[config.mk]
export PLATFORM = sky130hd
export DESIGN_NAME = reg_file_reader
export DESIGN_NICKNAME = d
export VERILOG_FILES = /design/src/rtl/reg_file_pkg.sv /design/src/rtl/reg_file_rd_fifo.sv /design/src/rtl/reg_file_reader.sv
export SDC_FILE = /design/constraint.sdc
export NUM_CORES = 1
export LEC_CHECK = 0
export ABC_AREA = 1
export CELL_PAD_IN_SITES_DETAIL_PLACEMENT = 0
export CELL_PAD_IN_SITES_GLOBAL_PLACEMENT = 1
export CORE_ASPECT_RATIO = 1.2
export CORE_MARGIN = 2
export CORE_UTILIZATION = 51
export DETAILED_ROUTE_END_ITERATION = 16
export DONT_BUFFER_PORTS = 1
export HOLD_SLACK_MARGIN = 0.05
export PLACE_DENSITY = 0.84
export SETUP_SLACK_MARGIN = 0.5
export SLEW_MARGIN = 20
export SYNTH_ARGS = -nofsm -noshare
export SYNTH_HDL_FRONTEND = slang
export SYNTH_SLANG_ARGS = --single-unit
[constraint.sdc]
create_clock -name clk -period 4 [get_ports clk]
set_input_delay 0.4 -clock clk [delete_from_list [all_inputs] [get_ports clk]]
set_output_delay 0.4 -clock clk [all_outputs]
set_load 0.02 [all_outputs]
[src/rtl/reg_file_pkg.sv]
// Shared types and sizes for the register file read sequencer.
// Imported by the sequencer top and its return buffer.
package reg_file_pkg;

    localparam int DATA_W   = 64;
    localparam int ADDR_W   = 2;
    localparam int NUM_REGS = 1 << ADDR_W;
    localparam int CNT_W    = ADDR_W + 1;

    typedef enum logic [1:0] {
        IDLE,
        ISSUE,
        DRAIN
    } state_t;

    typedef struct packed {
        logic [ADDR_W-1:0] addr;
        logic [DATA_W-1:0] data;
    } out_word_t;

endpackage

[src/rtl/reg_file_rd_fifo.sv]
// Two-entry first-word-fall-through buffer of {addr, data}.
// An incoming word is visible at the head in its arrival cycle when empty.
module reg_file_rd_fifo
    import reg_file_pkg::*;
(
    input  logic              clk,
    input  logic              reset,
    input  logic              push,
    input  logic [ADDR_W-1:0] push_addr,
    input  logic [DATA_W-1:0] push_data,
    input  logic              pop,
    output logic [ADDR_W-1:0] head_addr,
    output logic [DATA_W-1:0] head_data,
    output logic              full,
    output logic              empty,
    output logic [1:0]        occupancy
);

    out_word_t  mem [2];
    logic       wr_ptr;
    logic       rd_ptr;
    logic [1:0] occ;
    logic       bypass;
    logic       store;
    logic       drop;

    assign full      = (occ == 2'd2);
    assign empty     = (occ == 2'd0);
    assign occupancy = occ;

    // Head selection and decision whether a word is stored or passed through
    always_comb begin
        {head_addr, head_data} = '0;
        bypass = (occ == 2'd0);
        store  = push && !(bypass && pop);
        drop   = pop && !bypass;
        if (!bypass) begin
            {head_addr, head_data} = mem[rd_ptr];
        end else if (push) begin
            {head_addr, head_data} = {push_addr, push_data};
        end
    end

    // Storage, pointers and occupancy
    always_ff @(posedge clk or negedge reset) begin
        if (!reset) begin
            mem[0] <= '0;
            mem[1] <= '0;
            wr_ptr <= 1'b0;
            rd_ptr <= 1'b0;
            occ    <= 2'd0;
        end else begin
            if (store) begin
                mem[wr_ptr] <= {push_addr, push_data};
                wr_ptr      <= ~wr_ptr;
            end
            if (drop) begin
                rd_ptr <= ~rd_ptr;
            end
            occ <= occ + 2'(store) - 2'(drop);
        end
    end

endmodule

[src/rtl/reg_file_reader.sv]
// Walks a wrapping address range through the register file read port
// and streams each word, tagged with its address, on a valid/ready port.
module reg_file_reader
    import reg_file_pkg::*;
(
    input  logic              clk,
    input  logic              reset,
    input  logic              start,
    input  logic [ADDR_W-1:0] start_addr,
    input  logic [ADDR_W:0]   count,
    output logic              busy,
    output logic              done,
    output logic              rd_en,
    output logic [ADDR_W-1:0] rd_addr,
    input  logic [DATA_W-1:0] rd_data,
    output logic              out_valid,
    input  logic              out_ready,
    output logic [DATA_W-1:0] out_data,
    output logic [ADDR_W-1:0] out_addr
);

    state_t            state;
    state_t            state_next;
    logic [ADDR_W-1:0] addr_ptr;
    logic [ADDR_W-1:0] ret_addr;
    logic [CNT_W-1:0]  issue_left;
    logic [CNT_W-1:0]  ret_left;
    logic [CNT_W-1:0]  cnt_sat;
    logic              ret_valid;
    logic              fifo_full;
    logic              fifo_empty;
    logic [1:0]        fifo_occ;
    logic [2:0]        occ_next;
    logic              pop;
    logic              credit_ok;
    logic              accept;
    logic              zero_cmd;
    logic              issue;
    logic              last_pop;
    logic              rd_en_next;
    logic [ADDR_W-1:0] rd_addr_next;
    logic              busy_next;
    logic              done_next;

    reg_file_rd_fifo u_fifo (
        .clk       (clk),
        .reset     (reset),
        .push      (ret_valid),
        .push_addr (ret_addr),
        .push_data (rd_data),
        .pop       (pop),
        .head_addr (out_addr),
        .head_data (out_data),
        .full      (fifo_full),
        .empty     (fifo_empty),
        .occupancy (fifo_occ)
    );

    assign out_valid = !fifo_empty || ret_valid;
    assign pop       = out_valid && out_ready;

    // A read may issue only if its word is sure to find a free slot
    always_comb begin
        cnt_sat   = (count > CNT_W'(NUM_REGS)) ? CNT_W'(NUM_REGS) : count;
        occ_next  = 3'(fifo_occ) + 3'(ret_valid) - 3'(pop);
        credit_ok = (occ_next + 3'(rd_en)) < 3'd2;
        accept    = (state == IDLE) && start && !done && (cnt_sat != '0);
        zero_cmd  = (state == IDLE) && start && !done && (cnt_sat == '0);
        issue     = (state == ISSUE) && (issue_left != '0)
                    && credit_ok && !fifo_full;
        last_pop  = (state == DRAIN) && pop && (ret_left == CNT_W'(1));
    end

    // Next-state selection
    always_comb begin
        state_next = state;
        unique case (state)
            IDLE: begin
                if (accept) begin
                    state_next = (cnt_sat == CNT_W'(1)) ? DRAIN : ISSUE;
                end
            end
            ISSUE: begin
                if (issue && (issue_left == CNT_W'(1))) begin
                    state_next = DRAIN;
                end
            end
            DRAIN: begin
                if (last_pop) begin
                    state_next = IDLE;
                end
            end
            default: state_next = IDLE;
        endcase
    end

    // Next values of the registered outputs
    always_comb begin
        rd_en_next   = accept || issue;
        rd_addr_next = accept ? start_addr : addr_ptr;
        busy_next    = busy;
        if (accept) begin
            busy_next = 1'b1;
        end
        if (last_pop) begin
            busy_next = 1'b0;
        end
        done_next = zero_cmd || last_pop;
    end

    // State register
    always_ff @(posedge clk or negedge reset) begin
        if (!reset) begin
            state <= IDLE;
        end else begin
            state <= state_next;
        end
    end

    // Outputs, counters and the one-cycle address delay for returning data
    always_ff @(posedge clk or negedge reset) begin
        if (!reset) begin
            rd_en      <= 1'b0;
            rd_addr    <= '0;
            busy       <= 1'b0;
            done       <= 1'b0;
            addr_ptr   <= '0;
            issue_left <= '0;
            ret_left   <= '0;
            ret_valid  <= 1'b0;
            ret_addr   <= '0;
        end else begin
            rd_en <= rd_en_next;
            busy  <= busy_next;
            done  <= done_next;
            if (rd_en_next) begin
                rd_addr <= rd_addr_next;
            end
            if (accept) begin
                addr_ptr   <= start_addr + ADDR_W'(1);
                issue_left <= cnt_sat - CNT_W'(1);
            end else if (issue) begin
                addr_ptr   <= addr_ptr + ADDR_W'(1);
                issue_left <= issue_left - CNT_W'(1);
            end
            if (accept) begin
                ret_left <= cnt_sat;
            end else if (pop && (ret_left != '0)) begin
                ret_left <= ret_left - CNT_W'(1);
            end
            ret_valid <= rd_en;
            if (rd_en) begin
                ret_addr <= rd_addr;
            end
        end
    end

endmodule
; ---- After elaboration in Yosys (flattened, before gate mapping)
; Cells that the tools add are included.
[totals]
mem_bits_rw = 0
romBits = 0
output_inout_bits = 72
inputBits = 73
memories = 0
latch_bits = 0
reg_bits = 154
[op_classes]
add_sub_neg = 10
n_lt_le_gt_ge = 5
n_shift = 0
multipliers = 0
reduce_logical = 33
eq_ne = 9
muxes = 25
div_mod_pow = 0
bitwise = 4
[op_table]
columns = operator, count
row1 = 66-bit two-way mux, 4
row2 = 132-bit bitwise mux, 1
row3 = 64-bit two-way mux, 2
row4 = 66-bit demux with 1-bit select, 1
row5 = 2-bit two-way mux, 9
row6 = 1-bit logical AND, 16
row7 = 3-bit two-way mux, 5
row8 = "3-bit by 1-bit equality test with 1-bit output, second input constant", 3
row9 = 3-bit nonzero test, 3
row10 = "3-bit by 1-bit subtractor with 3-bit output, second input constant", 3
row11 = 2-bit one-hot mux with 3 select lines, 1
row12 = 2-bit nonzero test, 3
row13 = "2-bit by 1-bit adder with 2-bit output, second input constant", 2
row14 = "2-bit equality test, second input constant", 2
row15 = "2-bit >= comparator, second input constant", 2
row16 = 1-bit zero test, 4
row17 = 2-bit zero test, 2
row18 = "2-bit inequality test, second input constant", 2
row19 = 1-bit NOT with 2-bit output, 2
row20 = 2-bit by 1-bit adder with 3-bit output, 1
row21 = 3-bit by 1-bit adder with 3-bit output, 1
row22 = "3-bit > comparator, second input constant", 1
row23 = 3-bit zero test, 1
row24 = 1-bit logical OR, 3
row25 = other kinds (10), 12

; ---- Depth between registers and ports, before layout
[depth]
word_depth = 12
depth_mapped = 15
mapped_depth_nobuf = 15

; ---- Cells and area by module
; Synthesis repeated with hierarchy kept, for this count alone.
[hier_totals]
hier_cells = 1064
area_unflattened_um2 = 8200.4
[modules_own_cells]
columns = mod, cells_each, instances, seq_area_each_um2, area_per_inst_um2
row1 = reg_file_rd_fifo, 917, 1, 3403.3, 7034.2
row2 = reg_file_reader, 147, 1, 450.4, 1166.1

; ---- Least setup slack after synthesis
; OpenSTA, ideal clock, no wires.
[synth_path]
path_kind = flip-flop to flip-flop
startpoint = register u_fifo.occ[1], in the netlist u_fifo.occupancy[1]
endpoint = register rd_addr[0]
arrival_time_ns = 2.444
slack_ns = 1.437
required_ns = 3.881
path_stages_with_launch = 14
path_buffers = 0
path_cell_list = dfrtp_1 -> nor2_4 -> a21oi_1 -> ha_1 -> inv_1 -> ha_1 -> a21o_1 -> fa_1 -> nor2_1 -> nand2_1 -> nor2_1 -> nor2_2 -> inv_2 -> o21a_1
[synth_between]
elab_chain_len = 10
word_cells_on_any_way = 13
classes_between = add/sub (3) / order compare (1) / eq/ne (1) / reduce/logical (8)
[synth_rtl]
columns = element, line
row1 = from (decl), reg_file_rd_fifo.sv:22  ; logic [1:0] occ;
row2 = from (signal assigned), reg_file_rd_fifo.sv:60  ; occ <= occ + 2'(store) - 2'(drop);
row3 = 2-bit zero test, reg_file_rd_fifo.sv:28  ; assign empty = (occ == 2'd0);
row4 = 1-bit zero test, reg_file_reader.sv:59  ; assign out_valid = !fifo_empty || ret_valid;
row5 = 1-bit logical OR, reg_file_reader.sv:59
row6 = 1-bit logical AND, reg_file_reader.sv:60  ; assign pop = out_valid && out_ready;
row7 = 3-bit by 1-bit subtractor with 3-bit output, reg_file_reader.sv:65  ; occ_next = 3'(fifo_occ) + 3'(ret_valid) - 3'(pop);
row8 = 3-bit by 1-bit adder with 3-bit output, reg_file_reader.sv:66  ; credit_ok = (occ_next + 3'(rd_en)) < 3'd2;
row9 = 3-bit by 2-bit less-than comparator with 1-bit output, reg_file_reader.sv:66
row10 = 1-bit logical AND, reg_file_reader.sv:70  ; && credit_ok && !fifo_full;
row11 = 1-bit logical AND *, reg_file_reader.sv:70
row12 = 1-bit logical OR *, reg_file_reader.sv:99  ; rd_en_next = accept || issue;
row13 = named net rd_en_next, reg_file_reader.sv:40  ; logic rd_en_next;
row14 = to (signal assigned), reg_file_reader.sv:137  ; rd_addr <= rd_addr_next;
row15 = to (decl), reg_file_reader.sv:14  ; output logic [ADDR_W-1:0] rd_addr,
; Mark *: on every way through the listed nets, which the timed path passes. The rest lies on a longest branch.
; A chain may end at the register's enable or synchronous reset.

; ---- Worst setup path in the final report
[layout_path]
startpoint = register u_fifo.occ[1], in the netlist u_fifo.occupancy[1]
endpoint = output port out_addr[0]
[layout_between]
elab_chain_len = 2
[layout_rtl]
columns = element, line
row1 = 2-bit zero test, reg_file_rd_fifo.sv:34  ; bypass = (occ == 2'd0);
row2 = 2-bit two-way mux, reg_file_rd_fifo.sv:37  ; if (!bypass) begin
row3 = to (decl), reg_file_reader.sv:19  ; output logic [ADDR_W-1:0] out_addr
; No other way between the ends.

==> flow_summary.yaml <==
detailed_routing:
  drtIter0Drc: 388
  drt_wl_total_mm: 17.07
  vias: 5835
  ant_nets: 0
  first_pass_iters: 5
  routedWlPerCell_microns: 16.35
  vias_per_cell: 5.589
  drc: 0
worst_setup_path:
  crit_path_start: "u_fifo.occupancy[1]"
  r2r_start: "u_fifo.occupancy[1]"
  worst_setup_path_end_kind: "output port"
  reg2reg_to: "u_fifo.mem[10]"
  r2r_cells: 9
  cp-start-kind: "flop"
  cp_max_fo: 70
  critical_path.endpoint: "out_addr[0]"
  path_class: "flop to output port"
  required_ps: 3600
  crit_arrival_ps: 2580
  r2r_setup_slack_ps: 1190
grt:
  antenna_found_initial: 0
  grt_pass1_wl_mm: 28.00
  grt_pass1_vias: 5685
  grt_overflow: 0
  grt_use_total: 0.2263
  grt_max_degree: 155
pwr:
  p_total_mw: 7.722
  peakVddDrop_uv: 518.9
  netSwitchingPower_mw: 3.462
  p_leak_nw: 3.957
  intPower_mw: 4.261
  pwr-share-clk: 0.204
  power.share.combinational: 0.448
  swShare: 0.4482
  power_density_mw_per_mm2: 960.2
  seqPwrFrac: 0.348
final_layout:
  syn_to_final_growth_pct: 7.852
  insertedDiodeCount: 0
  drive_above_1_share: 0.06674
  final_nets: 944
cts:
  worstSkewPairLatency_ps: 420
  cts_tree: "yes"
  postCtsSetupBuffers: 0
  cts_buffers: 17
  htree_levels: 4
  cts_root_buf: "clkbuf_16"
  ctsResizeCount: 0
  clock_sinks: 154
  clk_pin_slew_ps: 60
  clk_path_buf_depth: 2
logic_synthesis:
  seq_area_frac_synth: 0.5168
  yosysUniqueCellTypes: 30
  synth-seq-cells: 154
  async_flop_share: 1.000
  synth_edf_count: 0
  synth_cells: 887
  syn_nets: 974
  yosysTopAreaCellShare: 0.5168
  yosysTopAreaCell: "dfrtp_1"
  ys_top_cells_by_area: "dfrtp_1, nand2_1, o32ai_1"
  synth_flop_cell: "dfrtp_1"
  syn_area_sq_mm: 0.007457
  avgSynthCellArea_sq_um: 8.407
  yosysWarnings: 0
sta:
  fin_crit_sh: 0.7457
  layout_setup_ws_ps: 1017
  holdWs_ps: -329.4
  tns_ps: 0
  worst_slew_pin_slew_ps: 946.7
  slew-limit-headroom: 0.3669
  final_hold_viol_count: 154
  period_minus_slack_ps: 2983
  setup-violations-final: 0
  rsz0062_at_grt: "false"
  max_freq_mhz: 335.2
  skew_ps: 6.376
  drv_slew: 0
floorplanning:
  die-area_sq_mm: 0.01561
  die_h_microns: 136.5
  row_count: 48
  die_w_microns: 114.4
  core_sq_mm: 0.01435
  floorplan.initialDensity: 0.5195
  pin_count: 145
worst_hold_path:
  holdCritPathClass: "input pin to async pin"
place:
  gp_congestion: 0.7762
  place_ws_ps: 1218
  dp_hpwl_mm: 10.49
  port_buffers: 0
outcome:
  status: "finished, violations left"
  violations: "hold timing"
flow_run:
  cap_violations: 0
[cell families after synthesis]
group,Yosys count,synth area share
adder cells (fa/ha/maj),14,0.02450
AND/OR/NAND/NOR,338,0.1753
AO/OA/AOI/OAI,221,0.1876
XOR/XNOR,4,0.004699
flip-flops,154,0.5168
buffers and inverters,156,0.09111
[stage by stage]
step                hold slack, ps    util  std cells  instance area [sq um]
global route                -338.2  0.5603       1044                   8043
global placement             110.0  0.5197       1013                   7460
floorplan                    104.4       -        887                   7457
CTS                         -346.7  0.5603       1044                   8043
finish                      -329.4  0.5603       1044                   8043
detailed placement           109.9  0.5197       1013                   7460
[power groups by stage]
stage | sequential, mW | clock [mW] | combinational, mW
3_5_place_dp | 2.70 | 0 | 3.50
2_1_floorplan | 2.59 | 0 | 2.94
3_3_place_gp | 2.67 | 0 | 3.40
4_1_cts | 2.68 | 1.61 | 3.51
6_report | 2.69 | 1.58 | 3.46
5_1_grt | 2.77 | 1.67 | 3.87
[Yosys cell counts, types with 9 or more instances]
| library cell | count |
|---|---|
| buf_6 | 9 |
| o21ai_2 | 10 |
| o21ai_1 | 50 |
| clkbuf_1 | 24 |
| o32ai_1 | 66 |
| nand2_1 | 186 |
| inv_1 | 95 |
| ha_1 | 13 |
| dfrtp_1 | 154 |
| nor2_1 | 139 |
| buf_2 | 17 |
| o21ai_0 | 90 |
[routing by layer]
layer	GRT usage	routed length [microns]	vias up
met5	0	0	-
li1	-	-	2853
met1	0.2801	7405	2813
met2	0.3807	8395	155
met3	0.06465	1050	14
met4	0.07453	220	0
[cell usage in the layout (no fill, tap or decap), types with 2 or more instances in the layout]
cell	count
a21oi_1	2
nand4_1	5
inv_1	94
o21ai_2	10
clkbuf_1	4
clkinvlp_4	3
xor2_1	3
clkbuf_16	17
nand2_1	185
nor2_2	2
bufinv_16	2
inv_2	3
o21ai_0	90
clkbuf_8	4
o21ai_1	50
ha_1	13
buf_4	9
o32ai_1	66
dfrtp_1	153
nor2_1	139
nand3_1	2
[cell type report]
type / count / area, sq um
clock buffers: 25 / 495.5
clock inverters: 6 / 87.58
fillers: 1299 / 6311
inverters: 97 / 364.1
multi-input cells: 577 / 2934
flip-flops and latches: 154 / 3855
well taps: 175 / 219.0
repair buffers: 10 / 87.58
[how the worst min path moves through the flow]
| stage | endpoint | start |
|---|---|---|
| 6_report | u_fifo.mem[99] | reset |
| 5_1_grt | u_fifo.mem[99] | reset |
| 4_1_cts | u_fifo.mem[100] | reset |
| 3_5_place_dp | u_fifo.mem[37] | reset |
| 3_3_place_gp | u_fifo.mem[37] | reset |
| 2_1_floorplan | addr_ptr[0] | reset |
[critical path, cell delays in order, from the launching register on]
cell,delay (ps)
dfrtp_1,440
nor2_4,140
buf_4,640
nand2_2,110
buf_4,300
o32ai_1,510
[flip-flops by register name, indices dropped and copies added (netlist names), 2 cells and up]
| name | count |
|---|---|
| u_fifo.mem | 132 |
| issue_left | 3 |
| rd_addr | 2 |
| ret_addr | 2 |
| u_fifo.occupancy | 2 |
| ret_left | 3 |
| addr_ptr | 2 |
| state | 2 |
(Power assumes the default switching activity.)
